==> src/rtl/irq_ctrl.sv <==
// irq_ctrl: flag/enable interrupt controller with fixed-priority vectoring.
// Define IRQ_EDGE_DETECT_EN to turn irq_in into rising-edge triggered requests.
module irq_ctrl #(
    parameter int unsigned NUM_IRQ    = 5,
    parameter logic [15:0] IF_ADDR    = 16'hFF0F,
    parameter logic [15:0] IE_ADDR    = 16'hFFFF,
    parameter logic [7:0]  VEC_BASE   = 8'h40,
    parameter logic [7:0]  VEC_STRIDE = 8'h08
) (
    input  logic               clk,
    input  logic               rst,
    input  logic [15:0]        a,
    input  logic [7:0]         din,
    output logic [7:0]         dout,
    input  logic               rd,
    input  logic               wr,
    input  logic [NUM_IRQ-1:0] irq_in,
    output logic               int_req,
    output logic [7:0]         int_vec,
    input  logic               int_ack
);

    logic [NUM_IRQ-1:0] if_q;
    logic [NUM_IRQ-1:0] if_d;
    logic [NUM_IRQ-1:0] ie_q;
    logic [NUM_IRQ-1:0] ie_d;
    logic [NUM_IRQ-1:0] ev;
    logic [NUM_IRQ-1:0] pend;
    logic [NUM_IRQ-1:0] ack_mask;
    logic [2:0]         act_k;
    logic               sel_if;
    logic               sel_ie;
    logic               wr_if;
    logic               wr_ie;
    logic               ack_ok;
    logic [7:0]         if_rd;
    logic [7:0]         ie_rd;

    // dout does not depend on the read strobe; din may be wider than the channel count
    logic [8:0]         unused_bits;
    assign unused_bits = {rd, din};

    assign sel_if = (a == IF_ADDR);
    assign sel_ie = (a == IE_ADDR);
    assign wr_if  = wr && sel_if;
    assign wr_ie  = wr && sel_ie;

`ifdef IRQ_EDGE_DETECT_EN
    logic [NUM_IRQ-1:0] irq_q;

    // request history; all-ones so a line already high at reset exit is not an edge
    always_ff @(posedge clk or negedge rst) begin
        if (!rst) begin
            irq_q <= '1;
        end else begin
            irq_q <= irq_in;
        end
    end

    assign ev = irq_in & ~irq_q;
`else
    assign ev = irq_in;
`endif

    assign pend    = if_q & ie_q;
    assign int_req = |pend;

    // lowest-index pending channel wins
    always_comb begin
        act_k = 3'd0;
        for (int i = NUM_IRQ - 1; i >= 0; i--) begin
            if (pend[i]) begin
                act_k = 3'(i);
            end
        end
    end

    assign int_vec = VEC_BASE + VEC_STRIDE * {5'd0, act_k};

    // a CPU write to IF takes precedence, so the ack is dropped then
    assign ack_ok = int_ack && int_req && !wr_if;

    // one-hot clear mask for the channel being acknowledged
    always_comb begin
        ack_mask = '0;
        for (int i = 0; i < NUM_IRQ; i++) begin
            ack_mask[i] = ack_ok && (act_k == 3'(i));
        end
    end

    // flag next state: new request events always win over write data and ack
    always_comb begin
        if_d = (if_q & ~ack_mask) | ev;
        if (wr_if) begin
            if_d = din[NUM_IRQ-1:0] | ev;
        end
    end

    // enable next state
    always_comb begin
        ie_d = ie_q;
        if (wr_ie) begin
            ie_d = din[NUM_IRQ-1:0];
        end
    end

    // flag and enable registers
    always_ff @(posedge clk or negedge rst) begin
        if (!rst) begin
            if_q <= '0;
            ie_q <= '0;
        end else begin
            if_q <= if_d;
            ie_q <= ie_d;
        end
    end

    // read views: unimplemented IF bits read 1, unimplemented IE bits read 0
    always_comb begin
        if_rd = '1;
        ie_rd = '0;
        if_rd[NUM_IRQ-1:0] = if_q;
        ie_rd[NUM_IRQ-1:0] = ie_q;
    end

    // combinational read mux
    always_comb begin
        dout = 8'hFF;
        unique case (1'b1)
            sel_if:  dout = if_rd;
            sel_ie:  dout = ie_rd;
            default: dout = 8'hFF;
        endcase
    end

endmodule

==> config.mk <==
export PLATFORM = sky130hd
export DESIGN_NAME = irq_ctrl
export DESIGN_NICKNAME = d
export VERILOG_FILES = /design/src/rtl/irq_ctrl.sv
export SDC_FILE = /design/constraint.sdc
export NUM_CORES = 1
export LEC_CHECK = 0
export ABC_AREA = 1
export BUFFER_PORTS_ARGS = -buffer_cell sky130_fd_sc_hd__buf_2
export CORE_UTILIZATION = 47
export CTS_BUF_LIST = sky130_fd_sc_hd__clkbuf_8
export DETAILED_ROUTE_END_ITERATION = 7
export GPL_TIMING_DRIVEN = 0
export PLACE_DENSITY_LB_ADDON = 0.05
export SETUP_SLACK_MARGIN = 0.15
export SYNTH_ARGS = -nofsm -noshare
export SYNTH_HDL_FRONTEND = slang
export SYNTH_SLANG_ARGS = --single-unit
==> constraint.sdc <==
create_clock -name clk -period 2.6 [get_ports clk]
set_input_delay 0.52 -clock clk [delete_from_list [all_inputs] [get_ports clk]]
set_output_delay 0.52 -clock clk [all_outputs]
set_load 0.005 [all_outputs]
==> results.cfg <==
[synth]
yosys-mux-area-fraction = 0
synth_xor_area_frac = 0
yosysTopAreaCell = dfrtp_1
ys_seq_area_frac = 0.3082
netlist_instances = 123
synth_cell_types = 23
synth_top_family_by_area = simple AND/OR/NAND/NOR gates
syn_avg_cell_area_sq_um = 6.602
yosysWarnings = 0
synth-compound-area-share = 0.06471
synth_fa_ha_area_frac = 0
ys_seq_elements = 10
synthSimpleGateAreaFrac = 0.4715
synthTopCellsByArea = dfrtp_1 (31%), nand2_1 (20%), nand3_1 (6.8%)
synthesis.area_sq_um = 812.0
yosysTopAreaCellShare = 0.3082

[detailed_routing]
detail-route-antenna-nets = 0
wl_um = 1900
avgViaCountPerCell = 4.802
vias = 898
wire_per_inst_um = 10.16
route.detailed.drc = 6
first_iter_violations = 25
firstDrtPassIters = 6

[outcome]
violations = DRC
outcome = finished with violations

[global_routing]
grt_usage = 0.2306
grt-ovfl-total = 0
grt_pass1_wl_um = 3249
first_global_vias = 827
grt_start_max_net_pins = 11
antenna_found_initial = 0

[cts]
clock_latency_ns = 0.24
clkTransAtPathRegs_ns = 0.05
cts-hold-fix-buffers = 0
cts_buffers = 3
post_cts_resized = 0
postCtsSetupRepairBufs = 0
root_buffer = clkbuf_8
clk_path_buf_depth = 2
clock_sink_count = 10
htreeDepth = 1
cts_tree = yes

[worst_hold_path]
hold_class = in2async

[placed_design]
place_ws_ns = 0.6526
globalplace.congestion = 0.7956
io_buffer_count = 41
dpl.hpwl_um = 1553

[die]
dieArea_sq_um = 1898
die_w_um = 43.57
core_sq_um = 1559
ioPinCount = 51
initial_core_util = 0.5209
row_count = 14
die_y_um = 43.57

[sta]
finalSetupTns_ns = 0
setup_violations = 0
grt_setup_unrepaired = false
hold_violations = 0
drv_slew = 0
fmax_mhz = 506.1
timing.final.crit_share = 0.7600
worst_slack_ns = 0.6239
min_period_ns = 1.976
hold_ws_ns = 0.1322
finClkSkew_ns = 0.001533

[critical_path]
cp-start-kind = input port
rrSetupSlack_ns = 1.38
regToRegEndpoint = if_q[4]$_DFF_PN0_
cp_max_fo = 5
end_kind = primary output
critPathKind = in2out
timing.rr.start = ie_q[2]$_DFFE_PN0P_
cp_data_required_time_ns = 2.08
rr_worst_depth = 6
cp.arrival_ns = 1.46

[pwr]
leakage_uw = 0.0006403
powerDensity_nw_per_um2 = 358.1
p_int_uw = 313.4
comb_power_share = 0.114
power.switching_uw = 81.72
peakVddDrop_mv = 0.2719
p_clk_frac = 0.491
p_seq_frac = 0.395
swShare = 0.2068

[final_layout]
diodes = 0
nFillCells = 151
drive_gt1_frac = 0.4035
areaGrowthSynthToFinish_pct = 35.90
seqCellArea_sq_um = 250.2
nets = 206
multi_input_area_sq_um = 454.2

[run]
max-cap-violations = 0
==> cell usage after synthesis (all sizes together) <==
master   n
nor3     1
dfrtp   10
nand4    2
buf      7
clkinv   2
nand2   49
nand3b   4
a21boi   1
a31oi    1
conb     2
a21oi    1
nand3   12
o21ai    6
nor2    11
inv     14
==> how the worst max path moves through the flow <==
| stage | startpoint | endpoint | slack (ns) | cells after the start |
|---|---|---|---|---|
| final | a[6] | dout[4] | 0.62 | 8 |
| after global routing | a[6] | dout[2] | 0.45 | 8 |
| after CTS | a[6] | dout[4] | 0.63 | 8 |
| after detailed placement | a[6] | dout[4] | 0.65 | 8 |
| after global placement | a[6] | dout[1] | 0.68 | 8 |
| after floorplan | a[14] | dout[0] | 0.96 | 7 |
==> final cells by class <==
cell class                 instances  share of cell area
clock buffer                       4             0.04989
buffer                             7             0.04762
timing repair buffer              41              0.1859
inverter                          16             0.06009
multi-input combinational         93              0.4116
tap                               16             0.01814
sequential                        10              0.2268
==> registers in the layout (all words and copies together) (netlist names) <==
register and cells:
ie_q 5, if_q 5
==> kinds of logic after synthesis <==
| group | count (synthesis) |
|---|---|
| AOI/OAI and AO/OA | 9 |
| and+or+nand+nor | 79 |
| DFF | 10 |
| other | 2 |
| buffers and inverters | 23 |
==> cells in the final DEF (no fill, tap or decap), drive strengths merged <==
| cell type | count |
|---|---|
| nand2 | 49 |
| buf | 48 |
| inv | 14 |
| nand3 | 12 |
| nor2 | 11 |
| dfrtp | 10 |
| o21ai | 6 |
| conb | 5 |
| nand3b | 4 |
| clkbuf | 4 |
| nand4 | 2 |
| clkinv | 2 |
| a21oi | 1 |
| nor3 | 1 |
| a31oi | 1 |
| a21boi | 1 |
==> critical path: stages <==
cell,delay [ns]
buf_2,0.10
nor2_1,0.11
nand2_1,0.07
nor2_2,0.14
nand2_1,0.12
o21ai_0,0.20
nand2_1,0.07
buf_2,0.13
==> power by group through the flow <==
stage / clock network [uW] / logic, uW / registers [uW]
after floorplan: 0 / 16.7 / 159
after global placement: 0 / 43.5 / 159
after detailed placement: 0 / 45.3 / 159
after CTS: 200 / 45.1 / 156
after global routing: 201 / 51.6 / 156
final: 194 / 45.0 / 156
==> per-stage QoR <==
step	util	cells	cell area [sq um]	total power, uW
2_1_floorplan	-	126	823.3	175.3
3_3_place_gp	0.6726	183	1049	202.1
3_5_place_dp	0.6726	183	1049	203.8
4_1_cts	0.7079	187	1104	401.1
5_1_grt	0.7079	187	1104	408.9
6_report	0.7079	187	1104	395.2
==> metal layers <==
| metal | wire [um] | track usage | part of all wire | vias to the layer above |
|---|---|---|---|---|
| met5 | 0 | 0 | 0 | - |
| met4 | 20 | 0.1063 | 0.011 | 0 |
| met2 | 960 | 0.4119 | 0.51 | 37 |
| met3 | 110 | 0.02917 | 0.058 | 2 |
| met1 | 808 | 0.2720 | 0.43 | 389 |
| li1 | - | - | - | 470 |
Note: power is estimated with default switching activity, not from simulation.
